==> src/rtl/jt51_pkg.sv <==
// Shared JT51 constants and the register 0x0F field layout used by the noise path.
package jt51_pkg;

  localparam int         JT51_SLOTS     = 32;
  localparam int         JT51_CNT_W     = $clog2(JT51_SLOTS);
  localparam logic [7:0] JT51_NOISE_REG = 8'h0F;
  localparam int         JT51_NE_BIT    = 7;
  localparam int         JT51_NFRQ_W    = 5;

  typedef struct packed {
    logic                   ne;
    logic [JT51_NFRQ_W-1:0] nfrq;
  } noise_cfg_t;

  // Slot that follows s in the operator cycle, wrapping at the frame end.
  function automatic int slot_after(input int s);
    return (s + 1) % JT51_SLOTS;
  endfunction

endpackage

==> src/rtl/jt51_slot_cnt.sv <==
// 32-slot operator counter with resync on the timing generator's zero pulse,
// a sticky sync error flag and the half / noise-slot decodes.
module jt51_slot_cnt
  import jt51_pkg::*;
#(
  parameter int NOISE_SLOT = 31
) (
  input  logic                  clk,
  input  logic                  rst,
  input  logic                  cen,
  input  logic                  zero,
  output logic [JT51_CNT_W-1:0] cnt,
  output logic                  half,
  output logic                  op31_no,
  output logic                  sync_err
);

  localparam logic [JT51_CNT_W-1:0] NOISE_CNT = JT51_CNT_W'(NOISE_SLOT);

  // zero marks slot 0, so the slot after it is always 1.
  always_ff @(posedge clk or posedge rst) begin
    if (rst) begin
      cnt      <= '0;
      sync_err <= 1'b0;
    end else if (cen) begin
      if (zero && cnt != '0) sync_err <= 1'b1;
      cnt <= zero ? JT51_CNT_W'(1) : cnt + JT51_CNT_W'(1);
    end
  end

  assign half    = (cnt[3:0] == 4'hF);
  assign op31_no = (cnt == NOISE_CNT);

endmodule

==> src/rtl/jt51_noise_sched.sv <==
// Noise slot sequencer: frame-aligned application of register 0x0F, slot-31
// envelope capture and substitution of the noise mix on the operator path.
module jt51_noise_sched
  import jt51_pkg::*;
#(
  parameter int NOISE_SLOT = 31,
  parameter int MIXW       = 12,
  parameter int OPW        = 14
) (
  input  logic                   clk,
  input  logic                   rst,
  input  logic                   cen,
  input  logic                   zero,
  input  logic                   cfg_we,
  input  logic [7:0]             cfg_din,
  input  logic [9:0]             eg_in,
  input  logic signed [OPW-1:0]  op_in,
  input  logic signed [MIXW-1:0] noise_mix,
  output logic                   half,
  output logic                   op31_no,
  output logic [4:0]             nfrq,
  output logic                   ne,
  output logic [9:0]             eg_noise,
  output logic signed [OPW-1:0]  op_out,
  output logic                   cfg_pend,
  output logic                   sync_err
);

  localparam logic [JT51_CNT_W-1:0] MIX_CNT = JT51_CNT_W'(slot_after(NOISE_SLOT));

  logic [JT51_CNT_W-1:0] cnt;
  noise_cfg_t            wr_cfg;
  noise_cfg_t            shadow;
  noise_cfg_t            applied;
  logic signed [OPW-1:0] op_p1;
  logic [1:0]            unused_cfg_bits;

  function automatic logic signed [OPW-1:0] sext_mix(input logic signed [MIXW-1:0] v);
    return {{(OPW-MIXW){v[MIXW-1]}}, v};
  endfunction

  jt51_slot_cnt #(
    .NOISE_SLOT (NOISE_SLOT)
  ) u_slot_cnt (
    .clk      (clk),
    .rst      (rst),
    .cen      (cen),
    .zero     (zero),
    .cnt      (cnt),
    .half     (half),
    .op31_no  (op31_no),
    .sync_err (sync_err)
  );

  assign wr_cfg.ne       = cfg_din[JT51_NE_BIT];
  assign wr_cfg.nfrq     = cfg_din[JT51_NFRQ_W-1:0];
  assign unused_cfg_bits = cfg_din[6:5];

  // The shadow is only consulted while cfg_pend is set, so it needs no reset.
  always_ff @(posedge clk) begin
    if (cen && cfg_we) shadow <= wr_cfg;
  end

  // A write landing on the apply slot bypasses the shadow entirely.
  always_ff @(posedge clk or posedge rst) begin
    if (rst) begin
      applied  <= '0;
      cfg_pend <= 1'b0;
      eg_noise <= '0;
    end else if (cen) begin
      if (op31_no) begin
        if (cfg_we)        applied <= wr_cfg;
        else if (cfg_pend) applied <= shadow;
        cfg_pend <= 1'b0;
        eg_noise <= eg_in;
      end else if (cfg_we) begin
        cfg_pend <= 1'b1;
      end
    end
  end

  assign ne   = applied.ne;
  assign nfrq = applied.nfrq;

  // Stage p1: operator output, noise substituted on the slot after the noise slot.
  always_ff @(posedge clk or posedge rst) begin
    if (rst) begin
      op_p1 <= '0;
    end else if (cen) begin
      op_p1 <= (cnt == MIX_CNT && applied.ne) ? sext_mix(noise_mix) : op_in;
    end
  end

  assign op_out = op_p1;

endmodule

==> config.mk <==
export PLATFORM = sky130hd
export DESIGN_NAME = jt51_noise_sched
export DESIGN_NICKNAME = d
export VERILOG_FILES = /design/src/rtl/jt51_pkg.sv /design/src/rtl/jt51_slot_cnt.sv /design/src/rtl/jt51_noise_sched.sv
export SDC_FILE = /design/constraint.sdc
export NUM_CORES = 1
export LEC_CHECK = 0
export BUFFER_PORTS_ARGS = -buffer_cell sky130_fd_sc_hd__buf_2
export CAP_MARGIN = 25
export CORE_UTILIZATION = 40
export DETAILED_ROUTE_END_ITERATION = 10
export HOLD_SLACK_MARGIN = 0.02
export PLACE_DENSITY = 0.66
export SYNTH_ARGS = -nofsm -noshare
export SYNTH_HDL_FRONTEND = slang
export SYNTH_HIERARCHICAL = 1
export SYNTH_SLANG_ARGS = --single-unit
export TNS_END_PERCENT = 20
==> constraint.sdc <==
create_clock -name clk -period 3.7 [get_ports clk]
set_input_delay 0.555 -clock clk [delete_from_list [all_inputs] [get_ports clk]]
set_output_delay 0.555 -clock clk [all_outputs]
set_load 0.01 [all_outputs]
==> impl_results.html <==
<table>
<tr><th>Metric</th><th>Value</th></tr>
<tr><th colspan="2">Logic synthesis</th></tr>
<tr><td>Synth Area in Compound Gates</td><td>0.128</td></tr>
<tr><td>Mapped cell area</td><td>1900 um^2</td></tr>
<tr><td>Sequential-to-total area share from yosys stat</td><td>0.582</td></tr>
<tr><td>Count of flip-flops with a built-in enable after synthesis</td><td>6</td></tr>
<tr><td>Mean post-synth cell area</td><td>11.0 um^2</td></tr>
<tr><td>Primary FF master, synth</td><td>sky130_fd_sc_hd__dfrtp_1</td></tr>
<tr><td>Share of flip-flops with an asynchronous set or reset after synthesis</td><td>0.860</td></tr>
<tr><td>Adder-Cell Fraction of Synth Area</td><td>0.0197</td></tr>
<tr><td>Combinational family with the most area after synthesis</td><td>simple AND/OR/NAND/NOR gates</td></tr>
<tr><td>Post-synthesis share of cell area spent on xor and xnor gates</td><td>0</td></tr>
<tr><td>Leading post-synthesis cells by instance count</td><td>sky130_fd_sc_hd__dfrtp_1 (37), sky130_fd_sc_hd__nor2_1 (17), sky130_fd_sc_hd__a31oi_1 (14), sky130_fd_sc_hd__nand3_1 (14), sky130_fd_sc_hd__o21ai_0 (14)</td></tr>
<tr><td>Synth area leader</td><td>sky130_fd_sc_hd__dfrtp_1</td></tr>
<tr><td>Register bit count reported by yosys</td><td>43</td></tr>
<tr><td>Simple logic cell fraction of the synthesized area</td><td>0.132</td></tr>
<tr><td>Distinct cells, synth</td><td>29</td></tr>
<tr><td>Synth top area cells</td><td>sky130_fd_sc_hd__dfrtp_1 (49%), sky130_fd_sc_hd__edfxtp_1 (9.5%), sky130_fd_sc_hd__mux2_2 (5.9%)</td></tr>
<tr><td>Most common cell in the synthesized netlist</td><td>sky130_fd_sc_hd__dfrtp_1</td></tr>
<tr><td>Share of synthesized area spent on multiplexers</td><td>0.0961</td></tr>
<tr><td>Share of Yosys cell area claimed by the top area cell type</td><td>0.487</td></tr>
<tr><td>Syn Nets</td><td>225</td></tr>
<tr><td>Syn Inst Count</td><td>173</td></tr>
<tr><td>Synthesis warning total</td><td>6</td></tr>
<tr><th colspan="2">Status</th></tr>
<tr><td>Result of the run</td><td>complete, but fails checks</td></tr>
<tr><td>Violations in the final reports</td><td>design-rule violations</td></tr>
<tr><th colspan="2">Worst setup path</th></tr>
<tr><td>Arrival time at the worst endpoint</td><td>1590 ps</td></tr>
<tr><td>Library cell appearing most often on the critical path</td><td>sky130_fd_sc_hd__ha_1</td></tr>
<tr><td>Slowest library cell on the worst path</td><td>sky130_fd_sc_hd__dfrtp_1</td></tr>
<tr><td>Kind of start point of the critical path</td><td>register</td></tr>
<tr><td>Crit-path max FO</td><td>6</td></tr>
<tr><td>Sort of element at the end of the critical path</td><td>output pin</td></tr>
<tr><td>Critical Path Max Stage Delay</td><td>450 ps</td></tr>
<tr><td>Endpoint of the worst register-to-register path</td><td>eg_noise[4]</td></tr>
<tr><td>Number of cells on the worst reg-to-reg path</td><td>5</td></tr>
<tr><td>Worst Path Required</td><td>3140 ps</td></tr>
<tr><td>Classification of the worst setup path</td><td>register to output pin</td></tr>
<tr><td>Ordered cell list for the critical path</td><td>ha_1 -&gt; and3_1 -&gt; ha_1 -&gt; buf_2</td></tr>
<tr><td>Termination of the worst setup path</td><td>op31_no</td></tr>
<tr><td>Startpoint of the worst-slack reg-to-reg timing path</td><td>u_slot_cnt/cnt[0]</td></tr>
<tr><td>Reg2reg setup slack</td><td>1690 ps</td></tr>
<tr><td>Critical path origin</td><td>u_slot_cnt/cnt[0]</td></tr>
<tr><th colspan="2">GRT</th></tr>
<tr><td>Maximum number of pins on one net before global-route repair</td><td>42</td></tr>
<tr><td>Via count of the first global-routing pass</td><td>1468</td></tr>
<tr><td>Overall global routing resource usage</td><td>0.181</td></tr>
<tr><td>Antenna violations before repair</td><td>0</td></tr>
<tr><td>Wire length of the first global-routing pass</td><td>7160 um</td></tr>
<tr><td>Total gr overflow</td><td>0</td></tr>
<tr><th colspan="2">Timing</th></tr>
<tr><td>Final critical delay including setup and external delays</td><td>2140 ps</td></tr>
<tr><td>RSZ-0062 raised after global routing</td><td>false</td></tr>
<tr><td>Post-Route Setup TNS</td><td>0 ps</td></tr>
<tr><td>Final setup violation count</td><td>0</td></tr>
<tr><td>Crit share post-route</td><td>0.579</td></tr>
<tr><td>Slew @ Worst Pin</td><td>877 ps</td></tr>
<tr><td>Post-route worst hold slack</td><td>120 ps</td></tr>
<tr><td>Final slew viol count</td><td>0</td></tr>
<tr><td>Peak clock frequency supported by timing</td><td>467 MHz</td></tr>
<tr><td>Headroom to the max-slew limit</td><td>0.414</td></tr>
<tr><td>Number of hold violations in the final report</td><td>0</td></tr>
<tr><td>Post-Route Skew</td><td>6.85 ps</td></tr>
<tr><th colspan="2">CTS</th></tr>
<tr><td>Clk_lat worst skew</td><td>290 ps</td></tr>
<tr><td>TritonCTS clock tree</td><td>built</td></tr>
<tr><td>Total number of H-tree levels</td><td>2</td></tr>
<tr><td>Total of hold buffers inserted after clock tree synthesis</td><td>0</td></tr>
<tr><td>Number of instances resized during post-cts repair</td><td>0</td></tr>
<tr><td>Number of buffers on the longest clock path</td><td>2</td></tr>
<tr><td>Inserted Clock Buffers</td><td>5</td></tr>
<tr><td>Clock root buffer master</td><td>sky130_fd_sc_hd__clkbuf_8</td></tr>
<tr><td>Clock transition at the registers of the reported paths</td><td>80 ps</td></tr>
<tr><td>Total setup buffers inserted after CTS</td><td>0</td></tr>
<tr><td>Total number of clock tree sinks</td><td>43</td></tr>
<tr><th colspan="2">Die</th></tr>
<tr><td>Top-level port count</td><td>83</td></tr>
<tr><td>Die extent in x</td><td>71.0 um</td></tr>
<tr><td>Die height</td><td>71.0 um</td></tr>
<tr><td>Placeable core area</td><td>4470 um^2</td></tr>
<tr><td>Number of standard-cell rows in the floorplan</td><td>24</td></tr>
<tr><td>Total die area</td><td>5030 um^2</td></tr>
<tr><td>Initial standard-cell utilization of the core</td><td>0.425</td></tr>
<tr><th colspan="2">Flow run</th></tr>
<tr><td>Max cap viols</td><td>0</td></tr>
<tr><th colspan="2">Layout</th></tr>
<tr><td>Fin util</td><td>0.543</td></tr>
<tr><td>Antenna cells</td><td>0</td></tr>
<tr><td>Number of filler cells placed in the layout</td><td>409</td></tr>
<tr><td>Layout area overhead</td><td>27.7%</td></tr>
<tr><td>Nets</td><td>303</td></tr>
<tr><td>Layout cell share with drive strength beyond 1</td><td>0.409</td></tr>
<tr><th colspan="2">Route</th></tr>
<tr><td>DRC violation total after the first TritonRoute iteration</td><td>58</td></tr>
<tr><td>TritonRoute pass-1 iters</td><td>7</td></tr>
<tr><td>Routed length per instance</td><td>14.2 um</td></tr>
<tr><td>DR vias</td><td>1567</td></tr>
<tr><td>Met3 layer wire length in the routed design</td><td>225 um</td></tr>
<tr><td>Post-route antenna net violation count</td><td>0</td></tr>
<tr><td>Aggregate routed wire length</td><td>4320 um</td></tr>
<tr><td>Top layer in use</td><td>met4</td></tr>
<tr><td>Drt via density</td><td>5.15</td></tr>
<tr><td>Number of design rule violations left after detail routing</td><td>7</td></tr>
<tr><td>Post-route met1 wirelength</td><td>2030 um</td></tr>
<tr><td>Routed met2 length</td><td>2000 um</td></tr>
<tr><th colspan="2">Power</th></tr>
<tr><td>Proportion of power drawn by flip-flops and latches</td><td>0.519</td></tr>
<tr><td>Part of the power in combinational logic</td><td>0.133</td></tr>
<tr><td>Static Leakage</td><td>0.00120 uW</td></tr>
<tr><td>Net switching power</td><td>254 uW</td></tr>
<tr><td>Sw frac</td><td>0.249</td></tr>
<tr><td>Power per cell area</td><td>421 nW/um^2</td></tr>
<tr><td>Part of the power in the clock network</td><td>0.348</td></tr>
<tr><td>Worst-case vdd ir drop</td><td>0.238 mV</td></tr>
<tr><td>Internal power</td><td>768 uW</td></tr>
<tr><th colspan="2">Placement</th></tr>
<tr><td>Total of buffers placed on input and output ports</td><td>80</td></tr>
<tr><td>Final weighted congestion in routability-driven placement</td><td>0.739</td></tr>
<tr><td>Placed wire-length estimate</td><td>3010 um</td></tr>
<tr><th colspan="2">Hold path</th></tr>
<tr><td>Kind of path behind the tightest hold check</td><td>input port to async pin</td></tr>
</table>
[cells by family (layout without fill, tap and decap cells)]
logic type | Yosys count | after routing
simple gates | 50 | 50
compound gates | 43 | 43
flops | 43 | 43
mux | 17 | 17
buf+inv | 17 | 96
fa+ha+maj | 3 | 3
[power by group through the flow]
stage | clock network [uW] | logic (uW) | registers, uW
2_1_floorplan | 0 | 74.4 | 543
3_3_place_gp | 0 | 133 | 539
3_5_place_dp | 0 | 135 | 539
4_1_cts | 371 | 135 | 530
5_1_grt | 384 | 153 | 535
6_report | 355 | 136 | 530
[sequential cells by signal, indices dropped and copies added, names as in the netlist]
| signal | cells |
|---|---|
| shadow | 6 |
| nfrq | 5 |
| op_out | 14 |
| eg_noise | 10 |
| u_slot_cnt/sync_err | 1 |
| cfg_pend | 1 |
| u_slot_cnt/cnt | 5 |
| ne | 1 |
[per-layer routing]
layer  GRT usage  up-vias
met5           0        -
met4      0.0533        0
met3      0.0356        7
met2       0.300       54
met1       0.241      736
li1            -      770
[worst max-delay path: cells and delay by family (launching register included)]
kind	cells	cell delay (ps)
adders and majority gates	2	490
DFF	1	450
and+or+nand+nor	1	220
buffers and inverters	1	150
[stage by stage]
| stage | setup slack, ps | power [uW] | std cells | area (um^2) |
|---|---|---|---|---|
| final | 1560 | 1020 | 304 | 2430 |
| after global routing | 1470 | 1070 | 304 | 2430 |
| after CTS | 1540 | 1040 | 303 | 2420 |
| after detailed placement | 1600 | 674 | 295 | 2310 |
| after global placement | 1610 | 672 | 295 | 2310 |
| after floorplan | 1820 | 618 | 173 | 1900 |
[worst min-delay path by stage]
stage,from,end,depth (start not counted)
global route,rst,op_out[1],2
global placement,rst,op_out[1],2
detailed placement,rst,op_out[1],2
finish,rst,op_out[1],2
floorplan,rst,u_slot_cnt/cnt[0],1
CTS,rst,op_out[1],2
[cells in the final DEF (no fill, tap or decap), drive strengths merged, types with 2 or more instances in the layout]
cell    Yosys  final
nor2b       2      2
inv         6      6
ha          3      3
a31oi      14     14
mux2       10     10
nand3      14     14
edfxtp      6      6
mux2i       7      7
nor2       17     17
clkbuf      6      7
o21ai      24     24
dfrtp      37     37
buf         5     82
nand2      10     10
[final cells by class]
cell class	count	area, um^2	share of cell area
sequential	43	1110	0.455
multi-input combinational	113	713	0.294
timing repair buffer	82	415	0.171
clock buffer	7	76.3	0.0314
tap	52	65.1	0.0268
clock inverter	1	30.0	0.0124
inverter	6	22.5	0.00927
No activity file was read; power rests on OpenSTA's default activity.
